### config.mk
export PLATFORM = sky130hd
export DESIGN_NAME = bcd_serial_adder_ctrl
export DESIGN_NICKNAME = d
export VERILOG_FILES = /design/src/rtl/bcd_serial_adder_ctrl.sv
export SDC_FILE = /design/constraint.sdc
export NUM_CORES = 1
export LEC_CHECK = 0
export BUFFER_PORTS_ARGS = -buffer_cell sky130_fd_sc_hd__buf_4
export CAP_MARGIN = 40
export CORE_MARGIN = 2
export CORE_UTILIZATION = 50
export DETAILED_ROUTE_END_ITERATION = 10
export PLACE_DENSITY = 0.76
export SYNTH_ARGS = -nofsm -noshare
export SYNTH_HDL_FRONTEND = slang
export SYNTH_SLANG_ARGS = --single-unit
export TNS_END_PERCENT = 10
### constraint.sdc
create_clock -name clk -period 3.3 [get_ports clk]
set_input_delay 0.66 -clock clk [delete_from_list [all_inputs] [get_ports clk]]
set_output_delay 0.66 -clock clk [all_outputs]
set_load 0.02 [all_outputs]
### src/rtl/bcd_serial_adder_ctrl.sv
// Digit-serial packed-BCD word adder with start/done handshake, one digit per clock, LSD first.
// Optional macro BCD_SUB_EN adds a 'sub' port that nines-complements B for ten's-complement subtraction.
module bcd_serial_adder_ctrl #(
    parameter int DIGIT_NUM = 8
) (
    input  logic                     clk,
    input  logic                     rst_n,
    input  logic                     start,
`ifdef BCD_SUB_EN
    input  logic                     sub,
`endif
    input  logic [4*DIGIT_NUM-1:0]   A,
    input  logic [4*DIGIT_NUM-1:0]   B,
    input  logic                     Cin,
    output logic                     ready,
    output logic                     busy,
    output logic                     done,
    output logic [4*DIGIT_NUM-1:0]   S,
    output logic                     Cout,
    output logic                     err
);

    localparam int W     = 4 * DIGIT_NUM;
    localparam int CNT_W = $clog2(DIGIT_NUM);
    localparam logic [CNT_W-1:0] LAST_CNT = CNT_W'(DIGIT_NUM - 1);

    typedef enum logic [1:0] {
        ST_IDLE = 2'b00,
        ST_RUN  = 2'b01,
        ST_DONE = 2'b10
    } state_t;

    state_t             state_r, state_nxt_s;
    logic [W-1:0]       a_sr_r, b_sr_r, s_r;
    logic [CNT_W-1:0]   cnt_r;
    logic               carry_r, cout_r, err_r;
    logic               ready_r, busy_r, done_r;
    logic               accept_s, last_s, dig_bad_s;
    logic [3:0]         b_eff_s;
    logic [4:0]         dsum_s;
`ifdef BCD_SUB_EN
    logic               sub_r;
`endif

    // One BCD digit add; returns {carry_out, result_digit}. Out-of-range inputs follow the same rule.
    function automatic logic [4:0] bcd_digit_add(input logic [3:0] a, input logic [3:0] b, input logic c);
        logic [4:0] raw;
        logic [4:0] adj;
        raw = {1'b0, a} + {1'b0, b} + {4'b0000, c};
        adj = raw + 5'd6;
        if (raw > 5'd9) begin
            bcd_digit_add = {1'b1, adj[3:0]};
        end else begin
            bcd_digit_add = {1'b0, raw[3:0]};
        end
    endfunction

    // Current digit datapath: operand selection, digit add and invalid-digit detection.
    always_comb begin
        b_eff_s = b_sr_r[3:0];
`ifdef BCD_SUB_EN
        if (sub_r) begin
            b_eff_s = 4'd9 - b_sr_r[3:0];
        end else begin
            b_eff_s = b_sr_r[3:0];
        end
`endif
        dsum_s    = bcd_digit_add(a_sr_r[3:0], b_eff_s, carry_r);
        dig_bad_s = (a_sr_r[3:0] > 4'd9) || (b_sr_r[3:0] > 4'd9);
        accept_s  = (state_r == ST_IDLE) && start;
        last_s    = (state_r == ST_RUN) && (cnt_r == LAST_CNT);
    end

    // Next-state logic; any unencoded state falls back to IDLE.
    always_comb begin
        state_nxt_s = state_r;
        case (state_r)
            ST_IDLE: begin
                if (start) begin
                    state_nxt_s = ST_RUN;
                end else begin
                    state_nxt_s = ST_IDLE;
                end
            end
            ST_RUN: begin
                if (cnt_r == LAST_CNT) begin
                    state_nxt_s = ST_DONE;
                end else begin
                    state_nxt_s = ST_RUN;
                end
            end
            ST_DONE: state_nxt_s = ST_IDLE;
            default: state_nxt_s = ST_IDLE;
        endcase
    end

    // State register and registered handshake outputs, decoded from the next state.
    always_ff @(posedge clk or negedge rst_n) begin
        if (!rst_n) begin
            state_r <= ST_IDLE;
            ready_r <= 1'b1;
            busy_r  <= 1'b0;
            done_r  <= 1'b0;
        end else begin
            state_r <= state_nxt_s;
            ready_r <= (state_nxt_s == ST_IDLE);
            busy_r  <= (state_nxt_s == ST_RUN);
            done_r  <= (state_nxt_s == ST_DONE);
        end
    end

    // Operand capture on accept, then one digit shifted through per RUN cycle.
    always_ff @(posedge clk or negedge rst_n) begin
        if (!rst_n) begin
            a_sr_r  <= {W{1'b0}};
            b_sr_r  <= {W{1'b0}};
            s_r     <= {W{1'b0}};
            cnt_r   <= {CNT_W{1'b0}};
            carry_r <= 1'b0;
            cout_r  <= 1'b0;
            err_r   <= 1'b0;
`ifdef BCD_SUB_EN
            sub_r   <= 1'b0;
`endif
        end else if (accept_s) begin
            a_sr_r  <= A;
            b_sr_r  <= B;
            carry_r <= Cin;
            cnt_r   <= {CNT_W{1'b0}};
            err_r   <= 1'b0;
`ifdef BCD_SUB_EN
            sub_r   <= sub;
`endif
        end else if (state_r == ST_RUN) begin
            a_sr_r  <= {4'h0, a_sr_r[W-1:4]};
            b_sr_r  <= {4'h0, b_sr_r[W-1:4]};
            s_r     <= {dsum_s[3:0], s_r[W-1:4]};
            carry_r <= dsum_s[4];
            cnt_r   <= cnt_r + CNT_W'(1);
            err_r   <= err_r | dig_bad_s;
            if (last_s) begin
                cout_r <= dsum_s[4];
            end else begin
                cout_r <= cout_r;
            end
        end else begin
            cnt_r <= cnt_r;
        end
    end

    assign ready = ready_r;
    assign busy  = busy_r;
    assign done  = done_r;
    assign S     = s_r;
    assign Cout  = cout_r;
    assign err   = err_r;

endmodule

* Word level (Yosys, flattened, before mapping)
Cells that the tools add are included.
Cells by class: reductions and logical operators 8, multiplexer cells 14, eq/ne operators 4, bitwise operators 2, $lt $le $gt $ge 3, $add $sub $neg 4
Operators by type and width (number):
- two-way mux 32 bit | 4
- greater-than comparator 4 bit (second input constant) | 2
- two-way mux 3 bit | 2
- adder 4 x 4 -> 5 bit | 1
- adder 5 x 1 -> 5 bit | 1
- greater-than comparator 5 x 4 -> 1 bit (second input constant) | 1
- two-way mux 1 bit | 5
- two-way mux 5 bit | 1
- adder 4 x 3 -> 4 bit (second input constant) | 1
- equality test 2 x 1 -> 1 bit (second input constant) | 2
- zero test 2 bit | 2
- case mux 2 bit (2 select lines) | 1
- adder 3 x 1 -> 3 bit (second input constant) | 1
- equality test 3 bit (second input constant) | 1
- AND reduction 3 bit | 1
- equality test 2 bit (second input constant) | 1
- logical AND 1 bit | 2
- two-way mux 2 bit | 1
- AND reduction 2 bit | 1
- nonzero test 2 bit | 1
- logical OR 1 bit | 1
- inverter 1 bit | 1
- bitwise OR 1 bit | 1
Storage, ports and cells: flip-flop bits (word level) 107, bits of input ports 68, word-level logic and storage cells 46

* Depth between registers and ports, before layout
Gate-level depths: netlist (run 1).
word-level depth 6, depth in mapped cells 9, mapped depth without buffers 9

* Worst setup path after synthesis (run 1)
No wires, ideal clock.
path type flip-flop to flip-flop, start point register a_sr_r[0], end point register s_r[29] (netlist: S[29]), data required time 3.231 ns, arrival 2.415 ns, setup slack 0.816 ns, stages on the path, launching flop included 9, cells stage by stage dfrtp_1 fa_1 fa_1 xnor2_1 ha_1 nor2b_1 a31o_1 or4_1 nand3_1
On the way: cells in the longest elaborated chain, start to end 4
Ends and longest elaborated chain:
- start: declaration | line 34 | logic [W-1:0] a_sr_r, b_sr_r, s_r;
- start signal: assignment | line 115 | a_sr_r <= {W{1'b0}};
- start signal: assignment | line 135 | a_sr_r <= {4'h0, a_sr_r[W-1:4]};
- adder 4 x 4 -> 5 bit (*) | line 49 | raw = {1'b0, a} + {1'b0, b} + {4'b0000, c};
- adder 5 x 1 -> 5 bit (*) | line 49
- adder 4 x 3 -> 4 bit / greater-than comparator 5 x 4 -> 1 bit (equally long branches) | line 50, 51
- two-way mux 5 bit (*) | line 51 | if (raw > 5'd9) begin
- end signal: assignment | line 117 | s_r <= {W{1'b0}};
- end signal: assignment | line 137 | s_r <= {dsum_s[3:0], s_r[W-1:4]};
- end: declaration | line 34
Mark *: on every way between the ends. The rest lies on a longest branch, timed or not. A chain may end at the register's enable or synchronous reset.

* Final worst setup path (run 1)
start point register a_sr_r[0], end point register s_r[31] (netlist: S[31])
Same word-level chain as after synthesis.

==> results of run 1 <==
cell families (layout without fill, tap and decap cells):
family          count (synthesis)  after routing  share of synthesized area
compound gates                207            207                      0.240
xor+xnor                        2              2                    0.00490
fa+ha+maj                       8              8                     0.0225
buf+inv                        44            133                     0.0360
flops                         107            107                      0.525
mux                             1              1                    0.00221
simple gates                  180            180                      0.170
stage by stage:
| step | instance area [µm²] | power [mW] | util | worst slack [ns] |
|---|---|---|---|---|
| 3_3_place_gp | 5980 | 4.86 | 0.606 | 0.746 |
| 2_1_floorplan | 5110 | 4.11 | - | 0.816 |
| 5_1_grt | 6200 | 6.32 | 0.628 | 0.253 |
| 4_1_cts | 6200 | 5.90 | 0.628 | 0.494 |
| 6_report | 6200 | 5.86 | 0.628 | 0.488 |
| 3_5_place_dp | 5980 | 4.99 | 0.606 | 0.584 |
cell usage after synthesis, types with 2 or more instances:
cell / n
a21oi_1: 69
a22o_1: 2
a22oi_1: 56
and2_1: 2
buf_1: 4
buf_2: 14
clkbuf_1: 24
dfrtp_1: 106
fa_1: 2
ha_1: 6
nand2_1: 100
nand2b_1: 3
nor2_1: 3
nor2b_1: 67
o21ai_0: 68
layer usage:
layer | vias to the layer above | share of wire | global-route usage
li1 | 2079 | - | -
met1 | 2111 | 0.44 | 0.294
met2 | 153 | 0.48 | 0.357
met3 | 22 | 0.056 | 0.0487
met4 | 0 | 0.024 | 0.0924
met5 | - | 0 | 0
worst max-delay path, stage by stage (launching register included):
cell and delay [ns]:
dfrtp_1 0.42, fa_1 0.48, fa_1 0.42, xnor2_1 0.29, ha_1 0.26, nor2b_1 0.16, a31o_1 0.22, a21oi_1 0.10
or2_1 0.22, a31oi_1 0.17
worst paths after layout:
check / slack [ns] / cells after the start / end / from
min in group clk: 0.50 / 2 / S[2] / S[2]
hold / removal: 0.28 / 1 / S[23] / rst_n
max in group asynchronous: 2.26 / 2 / state_r[0] / rst_n
setup reg to reg: 0.49 / 9 / S[31] / a_sr_r[0]
setup / recovery: 0.49 / 9 / S[31] / a_sr_r[0]
hold reg to reg: 0.50 / 2 / S[2] / S[2]
sequential cells by signal (all words and copies together), names as in the netlist:
register  flops
cnt_r         3
Cout          1
b_sr_r       32
done          1
err           1
S            32
state_r       2
a_sr_r       32
carry_r       1
busy          1
ready         1
area by class of cell:
cell class              count  area [µm²]
inverters                   1        3.75
clock inverters             6        90.1
repair buffers            116         871
flip-flops and latches    107        2680
well taps                 133         166
clock buffers              10         128
multi-input cells         398        2260
fillers                   839        3670
power groups by stage:
stage	combinational, mW	clock (mW)	sequential (mW)
2_1_floorplan	1.64	0	2.47
3_3_place_gp	2.48	0	2.38
3_5_place_dp	2.59	0	2.40
4_1_cts	2.62	0.901	2.38
5_1_grt	2.90	0.955	2.46
6_report	2.60	0.881	2.38
==> out/metrics.cfg, run 1 <==
[run_status]
status = finished, final reports clean

[clocking]
cts_buffers = 9
cts_max_path_buffers = 2
cts_resized = 0
post_cts_buffers = 0
clock_latency_ns = 0.37
cts_tree = done
clk_pin_slew_ns = 0.10
cts_root_buffer = clkbuf_8
htree_levels = 3
cts.sinks = 107
holdBufCountCts = 0

[power]
internal_power_mw = 3.46
ir_drop_uv = 446
p_clk_frac = 0.150
seqPwrFrac = 0.406
power.switching_mw = 2.40
swShare = 0.410
leakagePower_nw = 2.90
power_density_mw_per_mm2 = 946
comb_power_share = 0.444

[place]
hpwl_um = 8050
portBuffers = 104
dpl.cell_count = 755
gp_congestion = 0.823

[die]
rows = 36
ioPinCount = 105
die_w_um = 105
die_area_mm2 = 0.0110
core_area_mm2 = 0.00986
die_h_um = 105
start_util = 0.518

[timing]
slew_viol_final = 0
fin_worst_skew_ns = 0.00789
rsz0062_at_grt = false
relSlewSlack = 0.496
worst_pin_slew_ns = 0.756
period_share = 0.852
timing.fmax_ghz = 0.356
setup_viol = 0
hold_slack_ns = 0.276
tns_ns = 0
finalHoldViolCount = 0
post-route-min-period_ns = 2.81

[synthesis]
synth_fp_nets = 625
synth_top_area_frac = 0.519
synth_area_mm2 = 0.00511
synth-async-reset-ratio = 1.00
ys_seq_area_frac = 0.525
yosys_warnings = 0
synthCells = 549
synth_area_leaders = dfrtp_1 52%, a22oi_1 8.2%, nor2b_1 8.2%
synth.distinct_cells = 38
synth_area_leader_cell = dfrtp_1
syn_avg_cell_area_um2 = 9.30
synth_top_flop_cell = dfrtp_1
ys_seq_elements = 107
synth_edf_count = 0

[global_route]
antenna_found_initial = 0
grt_pass1_wl_um = 20000
overflow = 0
grt_pass1_vias = 4241
grt_max_degree = 46
grt.total_usage = 0.223

[routing]
drc = 0
drt_wl_total_um = 12100
routedWlPerCell_um = 15.7
avgViaCountPerCell = 5.66
vias = 4365
ant_nets = 0
drt-pass1-iter-count = 5
drt_iter0_markers = 298

[final_layout]
final_cells = 771
fin_nets = 709
final_common_cell = buf_4
final_cell_mix = 116 x buf_4, 104 x dfrtp_1, 100 x nand2_1
diodes = 0
drive_gt1_frac = 0.221
areaGrowthSynthToFinish_pct = 21.4

[critical_path]
start_kind = flip-flop
crit_path_end_kind = flip-flop
crit_fanout = 5
critPathKind = reg2reg
worstPathArrival_ns = 3.10
crit_required_ns = 3.59

[flow_run]
drv_cap = 0

[hold_path]
hold_class = in2async

(Power assumes the default switching activity.)
==> run 2: changes to the inputs <==
CTS_BUF_LIST = sky130_fd_sc_hd__clkbuf_4   (was not set)
==> out/metrics.cfg, run 2 (synthesis results as in run 1) <==
[final_layout]
final_cell_area_mm2 = 0.00615  ; -0.85%
final_cells = 771  ; unchanged
final_cell_mix = 116 x buf_4, 104 x dfrtp_1, 100 x nand2_1
fillCellCount = 850  ; +1.3%
fin_util = 0.623  ; -0.00533
final_common_cell = buf_4
areaGrowthSynthToFinish_pct = 20.4
drive_gt1_frac = 0.223  ; +0.00157
diodes = 0  ; unchanged
fin_nets = 709  ; unchanged

[clocking]
htree_levels = 3  ; unchanged
clock_latency_ns = 0.45  ; +0.08 ns
cts_tree = done
holdBufCountCts = 0  ; unchanged
cts_root_buffer = clkbuf_4
cts_resized = 0  ; unchanged
cts_max_path_buffers = 2  ; unchanged
post_cts_buffers = 0  ; unchanged
cts_buffers = 9  ; unchanged
clk_pin_slew_ns = 0.17  ; +0.07 ns
cts.sinks = 107  ; unchanged

[timing]
fin_worst_skew_ns = 0.0162  ; +0.00830 ns
slew_viol_final = 0  ; unchanged
relSlewSlack = 0.494  ; -0.00195
period_share = 0.875  ; +0.0228
setup_ws_ns = 0.413  ; -0.0753 ns
timing.fmax_ghz = 0.346  ; -2.6%
finalHoldViolCount = 0  ; unchanged
post-route-min-period_ns = 2.89  ; +0.0753 ns
tns_ns = 0  ; unchanged
worst_pin_slew_ns = 0.759  ; +0.00293 ns
setup_viol = 0  ; unchanged
rsz0062_at_grt = false

[routing]
drt_iter0_markers = 277  ; -7.0%
avgViaCountPerCell = 5.61  ; -0.99%
drt-pass1-iter-count = 5  ; unchanged
drc = 0  ; unchanged
ant_nets = 0  ; unchanged
vias = 4322  ; -0.99%
routedWlPerCell_um = 15.8  ; +0.70%
drt_wl_total_um = 12200  ; +0.70%

[critical_path]
reg2reg_depth = 9  ; unchanged
start_kind = flip-flop
cp-startpoint = a_sr_r[0]
worstPathArrival_ns = 3.26  ; +0.16 ns
cp-endpoint = S[31]
crit_path_end_kind = flip-flop
crit_fanout = 5  ; unchanged
critPathKind = reg2reg
r2r_start = a_sr_r[0]
crit_required_ns = 3.67  ; +0.08 ns
reg2reg_slack_ns = 0.41  ; -0.08 ns
rr_endpoint = S[31]

[place]
portBuffers = 104  ; unchanged
pre_cts_ws_ns = 0.584  ; unchanged
placed_area_mm2 = 0.00598  ; unchanged
dpl.cell_count = 755  ; unchanged
hpwl_um = 8050  ; unchanged
gp_congestion = 0.823  ; unchanged

[hold_path]
hold_class = in2async

[die]
core_area_mm2 = 0.00986  ; unchanged
ioPinCount = 105  ; unchanged
die_w_um = 105  ; unchanged
rows = 36  ; unchanged
start_util = 0.518  ; unchanged
die_area_mm2 = 0.0110  ; unchanged
die_h_um = 105  ; unchanged

[global_route]
grt.total_usage = 0.223  ; +0.000402
grt_pass1_wl_um = 20000  ; +0.14%
grt_pass1_vias = 4256  ; +0.35%
grt_max_degree = 46  ; unchanged
overflow = 0  ; unchanged
antenna_found_initial = 0  ; unchanged

[power]
power_density_mw_per_mm2 = 937  ; -0.92%
leakagePower_nw = 2.88  ; -0.69%
ir_drop_uv = 435  ; -2.5%

[flow_run]
drv_cap = 0  ; unchanged

[run_status]
status = finished, final reports clean

[run 2: cell counts in the layout (fill, tap and decap cells not counted)]
No cell type changed its count.
[run 2: cell type report]
cell class / instances / area, µm² / area share
flip-flops and latches: 107 / 2680 / 0.436
multi-input cells: 398 / 2260 / 0.367
repair buffers: 116 / 871 / 0.142
well taps: 133 / 166 / 0.0271
clock inverters: 6 / 90.1 / 0.0147
clock buffers: 10 / 75.1 / 0.0122
inverters: 1 / 3.75 / 0.000611
[run 2: critical path: stages, from the launching register on]
cell and delay [ns]:
dfrtp_1 0.44, fa_1 0.48, fa_1 0.42, xnor2_1 0.30, ha_1 0.26, nor2b_1 0.17
a31o_1 0.23, a21oi_1 0.10, or2_1 0.22, a31oi_1 0.17
[run 2: stage by stage]
stage	power (mW)	hold slack (ns)
floorplan	4.11	0.364
global placement	4.86	0.462
detailed placement	4.99	0.469
CTS	5.77	0.174
global route	6.19	0.187
finish	5.76	0.177
[run 2: power by group]
part	total [mW]	switching, mW	internal [mW]
clock network	0.758	0.441	0.318
registers	2.37	0.497	1.88
logic	2.63	1.48	1.15
total	5.76	2.41	3.35
[run 2: routing by layer]
metal	wire, µm	global-route usage
met1	5380	0.298
met5	0	0
met3	643	0.0437
met4	224	0.0895
met2	5960	0.359
[run 2: worst min-delay path by stage]
stage	endpoint	cells past startpoint
after floorplan	Cout	0
final	a_sr_r[0]	1
after CTS	state_r[1]	1
after global placement	S[0]	2
after global routing	state_r[1]	1
after detailed placement	S[2]	2
==> run 3: changes to the inputs <==
CELL_PAD_IN_SITES_DETAIL_PLACEMENT = 1   (was not set)
CELL_PAD_IN_SITES_GLOBAL_PLACEMENT = 2   (was not set)
CORE_UTILIZATION = 34   (was 50)
PLACE_DENSITY = 0.83   (was 0.76)
==> out/metrics.cfg, run 3 (synthesis results as in run 1) <==
[clocking]
clock_latency_ns = 0.49  ; +0.04 ns
cts_max_path_buffers = 2  ; unchanged
post_cts_buffers = 0  ; unchanged
cts_tree = done
htree_levels = 3  ; unchanged
clk_pin_slew_ns = 0.16  ; about the same
cts_root_buffer = clkbuf_4
holdBufCountCts = 0  ; unchanged
cts.sinks = 107  ; unchanged
cts_buffers = 9  ; unchanged
cts_resized = 0  ; unchanged

[global_route]
use_met3 = 0.0485  ; +0.00483
overflow = 0  ; unchanged
grt_max_degree = 71  ; +54%
grt_use_met2 = 0.294  ; -0.0641
grt.total_usage = 0.182  ; -0.0410
grt_busiest_layer = met2
use_met1 = 0.250  ; -0.0478
antenna_found_initial = 0  ; unchanged
grt_pass1_vias = 4590  ; +7.8%
grt_pass1_wl_um = 23800  ; +19%

[die]
start_util = 0.350  ; -0.168
die_h_um = 127  ; +20%
ioPinCount = 105  ; unchanged
rows = 44  ; +22%
die_area_mm2 = 0.0160  ; +45%
core_area_mm2 = 0.0146  ; +48%
die_w_um = 127  ; +20%

[final_layout]
final_cell_area_mm2 = 0.00619  ; +0.73%
final_cells = 823  ; +6.7%
fin_nets = 710  ; +0.14%
fillCellCount = 1715  ; +100%
final_cell_mix = 116 x buf_4, 104 x dfrtp_1, 100 x nand2_1
final_common_cell = buf_4
drive_gt1_frac = 0.219  ; -0.00348
ff_latch_area_mm2 = 0.00268  ; unchanged
diodes = 0  ; unchanged
fin_util = 0.424  ; -0.199
multiInputGateArea_mm2 = 0.00226  ; unchanged
areaGrowthSynthToFinish_pct = 21.2

[critical_path]
reg2reg_slack_ns = 0.54  ; +0.13 ns
critPathKind = reg2reg
start_kind = flip-flop
crit_required_ns = 3.71  ; +0.04 ns
crit_fanout = 5  ; unchanged
crit_path_end_kind = flip-flop
r2r_start = a_sr_r[0]
worstPathArrival_ns = 3.17  ; -0.09 ns
cp-startpoint = a_sr_r[0]

[timing]
slew_viol_final = 0  ; unchanged
post-route-min-period_ns = 2.76  ; -0.127 ns
period_share = 0.836  ; -0.0385
tns_ns = 0  ; unchanged
finalHoldViolCount = 0  ; unchanged
relSlewSlack = 0.505  ; +0.0109
setup_ws_ns = 0.540  ; +0.127 ns
setup_viol = 0  ; unchanged
timing.fmax_ghz = 0.362  ; +4.6%
worst_pin_slew_ns = 0.743  ; -0.0163 ns
fin_worst_skew_ns = 0.0149  ; -0.00133 ns
rsz0062_at_grt = false

[routing]
drt-pass1-iter-count = 4  ; -1
routedWlPerCell_um = 17.5  ; +11%
drt_wl_total_um = 14400  ; +18%
avgViaCountPerCell = 5.34  ; -4.8%
drc = 0  ; unchanged
drt_iter0_markers = 242  ; -13%
ant_nets = 0  ; unchanged
vias = 4393  ; +1.6%

[place]
portBuffers = 104  ; unchanged
pre_cts_ws_ns = 0.578  ; -0.00624 ns
dpl.cell_count = 807  ; +6.9%
hpwl_um = 9560  ; +19%
placed_area_mm2 = 0.00606  ; +1.4%
gp_congestion = 0.761  ; -7.5%

[power]
leakagePower_nw = 2.87  ; -0.31%
power_density_mw_per_mm2 = 920  ; -1.8%
ir_drop_uv = 291  ; -33%

[run_status]
status = finished, final reports clean

[hold_path]
hold_class = in2async

[flow_run]
drv_cap = 0  ; unchanged

==> run 3: cell count changes in the layout (fill, tap and decap cells not counted) <==
| cell | before | now |
|---|---|---|
| clkinv_4 | 2 | 0 |
| clkinv_1 | 0 | 3 |
| clkbuf_4 | 10 | 9 |
| buf_12 | 0 | 1 |
| clkinv_2 | 1 | 2 |
| bufinv_16 | 2 | 1 |
==> run 3: final timing paths <==
kind	to	depth (start not counted)
max	S[31]	9
min reg2reg	S[3]	2
min in group clk	a_sr_r[14]	3
min	state_r[0]	1
max in group asynchronous	S[16]	3
max reg2reg	S[31]	9
==> run 3: stage by stage <==
| step | power, mW | hold WS [ns] |
|---|---|---|
| after floorplan | 4.11 | 0.364 |
| after global placement | 4.94 | 0.460 |
| after detailed placement | 5.10 | 0.481 |
| after CTS | 5.79 | 0.0572 |
| after global routing | 6.18 | 0.0697 |
| final | 5.70 | 0.0896 |
==> run 3: worst max-delay path, cell delays in order (launching register included) <==
cell	delay, ns
dfrtp_1	0.44
fa_1	0.47
fa_1	0.42
xnor2_1	0.27
ha_1	0.24
nor2b_1	0.17
a31o_1	0.21
a21oi_1	0.09
or2_1	0.22
a31oi_1	0.15
==> run 3: layer usage <==
metal | share of wire | routed length, µm | up-vias
li1 | - | - | 2073
met1 | 0.47 | 6780 | 2227
met2 | 0.47 | 6830 | 87
met3 | 0.050 | 718 | 6
met4 | 0.0064 | 93 | 0
met5 | 0 | 0 | -
==> run 3: where the power goes <==
| group | total (mW) | internal [mW] | leakage (nW) | switching (mW) |
|---|---|---|---|---|
| clock network | 0.660 | 0.221 | 0.0682 | 0.439 |
| logic | 2.66 | 1.15 | 1.42 | 1.51 |
| registers | 2.38 | 1.88 | 1.38 | 0.500 |
==> run 3: final cells by class <==
class / instances / area share
Sequential cell: 107 / 0.433
Inverter: 1 / 0.000606
Multi-Input combinational cell: 398 / 0.365
Tap cell: 184 / 0.0372
Clock inverter: 7 / 0.00950
Clock buffer: 9 / 0.0109
Timing Repair Buffer: 117 / 0.144
